===== src/rtl/rv32_pkg.sv =====
// Shared RV32 writeback definitions: data/register widths and the writeback entry carried
// through the load holding register and the register-file write port.
package rv32_pkg;

  localparam int unsigned XLEN              = 32;
  localparam int unsigned REG_FILE_DEPTH    = 32;
  localparam int unsigned REG_FILE_ADDR_LEN = $clog2(REG_FILE_DEPTH);

  localparam logic [REG_FILE_ADDR_LEN-1:0] X0 = '0;

  typedef struct packed {
    logic [REG_FILE_ADDR_LEN-1:0] rd;
    logic [XLEN-1:0]              data;
    logic                         is_load;
  } wb_entry_t;

  // x0 is hardwired to zero, so a result aimed at it never reaches the register file.
  function automatic logic writes_reg(input logic [REG_FILE_ADDR_LEN-1:0] rd);
    return rd != X0;
  endfunction

endpackage


===== src/rtl/wb_scoreboard.sv =====
// Pending-load scoreboard: one bit per architectural register, set on load issue and
// cleared when the load result commits; flags a second issue to a still-pending register.
module wb_scoreboard #(
  parameter int unsigned DEPTH    = 32,
  parameter int unsigned ADDR_LEN = $clog2(DEPTH)
) (
  input  logic                clk,
  input  logic                reset,
  input  logic                set_en,
  input  logic [ADDR_LEN-1:0] set_idx,
  input  logic                clr_en,
  input  logic [ADDR_LEN-1:0] clr_idx,
  output logic [DEPTH-1:0]    pending,
  output logic                protocol_err
);

  logic [DEPTH-1:0] pending_q, pending_d;
  logic             err_q, err_d;
  logic             set_live;
  logic             clr_hits_set;

  always_comb begin
    set_live     = set_en && (set_idx != '0);
    clr_hits_set = clr_en && (clr_idx == set_idx);

    pending_d = pending_q;
    if (clr_en) begin
      pending_d[clr_idx] = 1'b0;
    end
    // Applied after the clear so a same-cycle set of the retiring register wins.
    if (set_live) begin
      pending_d[set_idx] = 1'b1;
    end
    pending_d[0] = 1'b0;

    // Re-issuing a register whose load retires this very edge is legal.
    err_d = err_q | (set_live && pending_q[set_idx] && !clr_hits_set);
  end

  always_ff @(posedge clk) begin
    if (!reset) begin
      pending_q <= '0;
      err_q     <= 1'b0;
    end else begin
      pending_q <= pending_d;
      err_q     <= err_d;
    end
  end

  assign pending      = pending_q;
  assign protocol_err = err_q;

endmodule


===== src/rtl/writeback_unit.sv =====
// Writeback stage: arbitrates ALU results against a one-entry load holding register with an
// anti-starvation counter, drives the registered register-file write port and the scoreboard.
module writeback_unit #(
  parameter int unsigned XLEN              = rv32_pkg::XLEN,
  parameter int unsigned REG_FILE_DEPTH    = rv32_pkg::REG_FILE_DEPTH,
  parameter int unsigned REG_FILE_ADDR_LEN = $clog2(REG_FILE_DEPTH),
  parameter int unsigned STARVE_LIMIT      = 4
) (
  input  logic                         clk,
  input  logic                         reset,
  input  logic                         alu_valid,
  output logic                         alu_ready,
  input  logic [REG_FILE_ADDR_LEN-1:0] alu_rd,
  input  logic [XLEN-1:0]              alu_data,
  input  logic                         ld_valid,
  output logic                         ld_ready,
  input  logic [REG_FILE_ADDR_LEN-1:0] ld_rd,
  input  logic [XLEN-1:0]              ld_data,
  input  logic                         ld_issue,
  input  logic [REG_FILE_ADDR_LEN-1:0] ld_issue_rd,
  output logic                         wr_en,
  output logic [REG_FILE_ADDR_LEN-1:0] wr_addr,
  output logic [XLEN-1:0]              wr_data,
  output logic [REG_FILE_DEPTH-1:0]    pending,
  output logic                         protocol_err
);

  import rv32_pkg::*;

  logic      hold_valid_q, hold_valid_d;
  wb_entry_t hold_q, hold_d;
  logic [3:0] starve_q, starve_d;

  wb_entry_t wr_q, wr_d;
  logic      wr_en_q, wr_en_d;

  logic contend;
  logic force_hold;
  logic hold_sel;

  // Arbitration: the ALU wins contention until the held load has lost STARVE_LIMIT times.
  always_comb begin
    contend    = alu_valid && hold_valid_q;
    force_hold = contend && (starve_q == 4'(STARVE_LIMIT));
    alu_ready  = alu_valid && !force_hold;
    hold_sel   = hold_valid_q && !alu_ready;
    ld_ready   = !hold_valid_q;
  end

  always_comb begin
    hold_valid_d = hold_valid_q;
    hold_d       = hold_q;
    starve_d     = starve_q;

    if (hold_sel) begin
      hold_valid_d = 1'b0;
      starve_d     = '0;
    end else if (contend) begin
      starve_d = starve_q + 4'd1;
    end

    // ld_ready is low whenever hold_sel is high, so capture and drain never overlap.
    if (ld_valid && ld_ready) begin
      hold_valid_d = 1'b1;
      hold_d       = '{rd: ld_rd, data: ld_data, is_load: 1'b1};
    end
  end

  // Address/data only move on a real write; an x0 or idle cycle keeps the previous values.
  always_comb begin
    wr_d    = wr_q;
    wr_en_d = 1'b0;
    if (alu_ready) begin
      if (writes_reg(alu_rd)) begin
        wr_d    = '{rd: alu_rd, data: alu_data, is_load: 1'b0};
        wr_en_d = 1'b1;
      end
    end else if (hold_sel) begin
      if (writes_reg(hold_q.rd)) begin
        wr_d    = hold_q;
        wr_en_d = 1'b1;
      end
    end
  end

  always_ff @(posedge clk) begin
    if (!reset) begin
      hold_valid_q <= 1'b0;
      hold_q       <= '0;
      starve_q     <= '0;
      wr_q         <= '0;
      wr_en_q      <= 1'b0;
    end else begin
      hold_valid_q <= hold_valid_d;
      hold_q       <= hold_d;
      starve_q     <= starve_d;
      wr_q         <= wr_d;
      wr_en_q      <= wr_en_d;
    end
  end

  assign wr_en   = wr_en_q;
  assign wr_addr = wr_q.rd;
  assign wr_data = wr_q.data;

  // Clearing on the commit edge means decode never sees a cleared bit with stale data.
  wb_scoreboard #(
    .DEPTH    (REG_FILE_DEPTH),
    .ADDR_LEN (REG_FILE_ADDR_LEN)
  ) u_scoreboard (
    .clk          (clk),
    .reset        (reset),
    .set_en       (ld_issue),
    .set_idx      (ld_issue_rd),
    .clr_en       (wr_en_q && wr_q.is_load),
    .clr_idx      (wr_q.rd),
    .pending      (pending),
    .protocol_err (protocol_err)
  );

endmodule


===== config.mk =====
export PLATFORM = sky130hd
export DESIGN_NAME = writeback_unit
export DESIGN_NICKNAME = d
export VERILOG_FILES = /design/src/rtl/rv32_pkg.sv /design/src/rtl/wb_scoreboard.sv /design/src/rtl/writeback_unit.sv
export SDC_FILE = /design/constraint.sdc
export NUM_CORES = 1
export LEC_CHECK = 0
export ABC_AREA = 1
export CORE_ASPECT_RATIO = 1.5
export CORE_MARGIN = 2
export CORE_UTILIZATION = 48
export DETAILED_ROUTE_END_ITERATION = 7
export PLACE_DENSITY = 0.92
export SYNTH_ARGS = -nofsm -noshare
export SYNTH_HDL_FRONTEND = slang
export SYNTH_SLANG_ARGS = --single-unit
export TNS_END_PERCENT = 5

===== constraint.sdc =====
create_clock -name clk -period 1.75 [get_ports clk]
set_input_delay 0.2625 -clock clk [delete_from_list [all_inputs] [get_ports clk]]
set_output_delay 0.2625 -clock clk [all_outputs]
set_load 0.03 [all_outputs]

==> metrics.txt <==
R2R depth=11; Tcrit/Tclk final=1.01; CTS tree=built; DRC Markers=0; nature of the critical path endpoint=output pin; die boundary height=~130 um; final wirelength=16000 um; Post-synth top cells=nand2_1 (228), nor2_1 (154), dfxtp_1 (114), o21ai_0 (72), nand3_1 (55); Power Total=~7.4 mW; Post-Layout Inst Area=7680 um^2; Area contributors post-synth=dfxtp_1 (43%), nand2_1 (16%), nor2_1 (11%), o21ai_0 (6.8%), buf_4 (5.6%); flop and latch count out of synthesis=~110; global route overflow=0; unrepaired setup endpoints after global routing=true; Placement Setup Slack=-0.0268 ns; initial cell density of the core=0.488; clock root buffer master=clkbuf_16; gr usage total=0.265; reg2reg setup slack=about 0.09 ns; CP required=about 1.5 ns; Hold Vio Cnt, Final=0; Final nets=~1000; final setup fails=1; Post-Syn Nets=~880; Critical Path, Cell by Cell=inv_2 -> ha_4 -> nand4_1 -> nand2_2 -> inv_2 -> buf_8 -> buf_6; Hold/Removal Path Class=in2reg; Sink Count=114; total vias in the final route=between 5000 and 6000; row count=47; fillers=between 800 and 900; die area=around 12000 um^2; initial antenna violation count=0; Inserted Diodes=0; Hold-fix buffers, CTS=0; CTS buffer count=17; H-tree depth=4; failing checks=setup timing; Clock Path Buffers=2; Port Buffers=155; Clock Latency Late Sink=between 0.4 and 0.5 ns; Clk pin slew, worst setup/hold paths=~0.060 ns; dpl hpwl=between 10000 and 15000 um; die width=roughly 90 um; area of the multi-input gates=around 2500 um^2; global placer's final weighted congestion=between 0.9 and 1; Core ar.=approximately 11000 um^2; Yosys warnings=0; area occupied by registers=about 2300 um^2; Slew Limit Fails=0; antenna viol nets, final=0; Seq/Total Area, Yosys=0.428; Leak Pwr=3.67 nW; Slowest-stage cell, CP=dfxtp_4; Yosys cell types=24; Worst Slack Setup Final=-0.0215 ns; Synth Area per Inst=6.68 um^2; crit-path max FO=4; Post-DP Area=roughly 7000 um^2; main flop type after synthesis=dfxtp_1; pin count of the biggest net entering global routing=45; reg-to-reg endpoint=wr_data[17]; critical path type=reg2out; drt first-iter violations=approximately 350; crit path launch type=flip-flop; cell count after synthesis=roughly 800; VDD IR-drop max=approximately 0.74 mV; Worst Setup SP=starve_q[1]; share of cells above drive strength 1=0.106; Fmax=approximately 560 MHz; I/O pin cnt=157; number of global-route vias before repair=5545; first-pass GRT wire length=around 26000 um; cell with the most instances after synthesis=nand2_1; max-cap violation count=0; Avg Vias per Cell=~5.2; Worst Skew=about 0.0074 ns; CP peak stage delay=between 0.3 and 0.4 ns; RR Startpoint=starve_q[1]; Min Clock Period, post-route=between 1.5 and 2 ns; synthesized area=~5300 um^2; crit path DAT=about 1.5 ns; Post-synth EDFFs=0; Pwr Density=970 nW/um^2; Initial DRT Pass Iterations=5; Layout area overhead=44.0%; status=finished with violations; top cell type by total area after synthesis=dfxtp_1; worst setup path end=alu_ready; ys async rst share=0; WL/cell=14.6 um; top cell type's share of synthesized area=0.428; most used cell, CP=inv_2
## where the power goes
| part | total (mW) | switching, mW | internal, mW | leakage, nW |
|---|---|---|---|---|
| combinational | 1.22 | 0.678 | 0.544 | 2.45 |
| clock | 3.37 | 1.27 | 2.10 | 0.280 |
| sequential | 2.85 | 0.0974 | 2.76 | 0.939 |
## kinds of logic after synthesis
kind of cell / after synthesis / share of synthesized area
other cells: 1 / 0.000703
compound gates: 120 / 0.116
fa+ha+maj: 2 / 0.00469
flops: 114 / 0.428
xor+xnor: 2 / 0.00328
simple gates: 453 / 0.342
buf+inv: 106 / 0.106
## area by class of cell
class | count | share of cell area
inverter | 28 | 0.0137
clock buffer | 17 | 0.0554
timing repair buffer | 203 | 0.263
tap | 147 | 0.0239
multi-input combinational | 578 | 0.325
clock inverter | 15 | 0.0207
sequential | 114 | 0.298
## worst max-delay path: cells and delay by family, from the launching register on
family                     cells  cell delay (ns)
adders and majority gates      1             0.12
buffers and inverters          4             0.40
DFF                            1             0.35
and+or+nand+nor                2             0.22
## state kept, by name (all words and copies together), names as in the netlist
| name | count |
|---|---|
| hold_valid_q | 1 |
| hold_q | 38 |
| wr_q | 1 |
| wr_data | 32 |
| starve_q | 4 |
| u_scoreboard.protocol_err | 1 |
| u_scoreboard.pending | 31 |
| wr_addr | 5 |
| wr_en | 1 |
## layout by cell type, fill, tap and decap left out, drive strengths merged
cell type	Yosys	layout
a21oi	40	40
buf	59	50
bufinv	0	2
clkbuf	19	17
clkdlybuf4s50	0	122
clkinv	0	8
clkinvlp	0	3
conb	1	1
dfxtp	114	114
dlygate4sd2	0	8
dlymetal6s2s	0	23
ha	2	2
inv	28	30
nand2	230	230
nand3	55	55
nand4	1	1
nor2	154	154
nor3	13	13
o21ai	75	75
o22ai	4	4
o31ai	1	1
xor2	2	2
## stage by stage
stage / TNS [ns] / instances / util / hold slack [ns]
3_5_place_dp: -0.0627 / 1066 / 0.638 / 0.453
6_report: -0.0215 / 1102 / 0.702 / 0.299
2_1_floorplan: 0 / 798 / - / 0.411
3_3_place_gp: 0 / 1066 / 0.638 / 0.450
5_1_grt: -0.0800 / 1102 / 0.702 / 0.324
4_1_cts: -0.0590 / 1100 / 0.693 / 0.298
## metal layers
| metal | track usage | routed length, um |
|---|---|---|
| met1 | 0.282 | 5710 |
| met5 | 0 | 0 |
| met2 | 0.492 | 8690 |
| met3 | 0.0583 | 1050 |
| met4 | 0.129 | 590 |
## worst min-delay path by stage
stage / start / depth (start not counted) / endpoint / slack [ns]
finish: reset / 3 / wr_data[4] / 0.30
global route: reset / 3 / wr_data[0] / 0.32
CTS: reset / 3 / wr_data[31] / 0.30
detailed placement: u_scoreboard.protocol_err / 2 / u_scoreboard.protocol_err / 0.45
global placement: hold_q[0] / 2 / hold_q[0] / 0.45
floorplan: ld_rd[1] / 2 / hold_q[34] / 0.41
## repair_timing
action / in CTS / in global routing
endpoints found under the setup margin: 9 / 54
pin swaps: 0 / 2
setup buffers: 2 / 2
gates resized for setup: 14 / 30
cloned: 0 / 0
No activity file was read; power rests on OpenSTA's default activity.
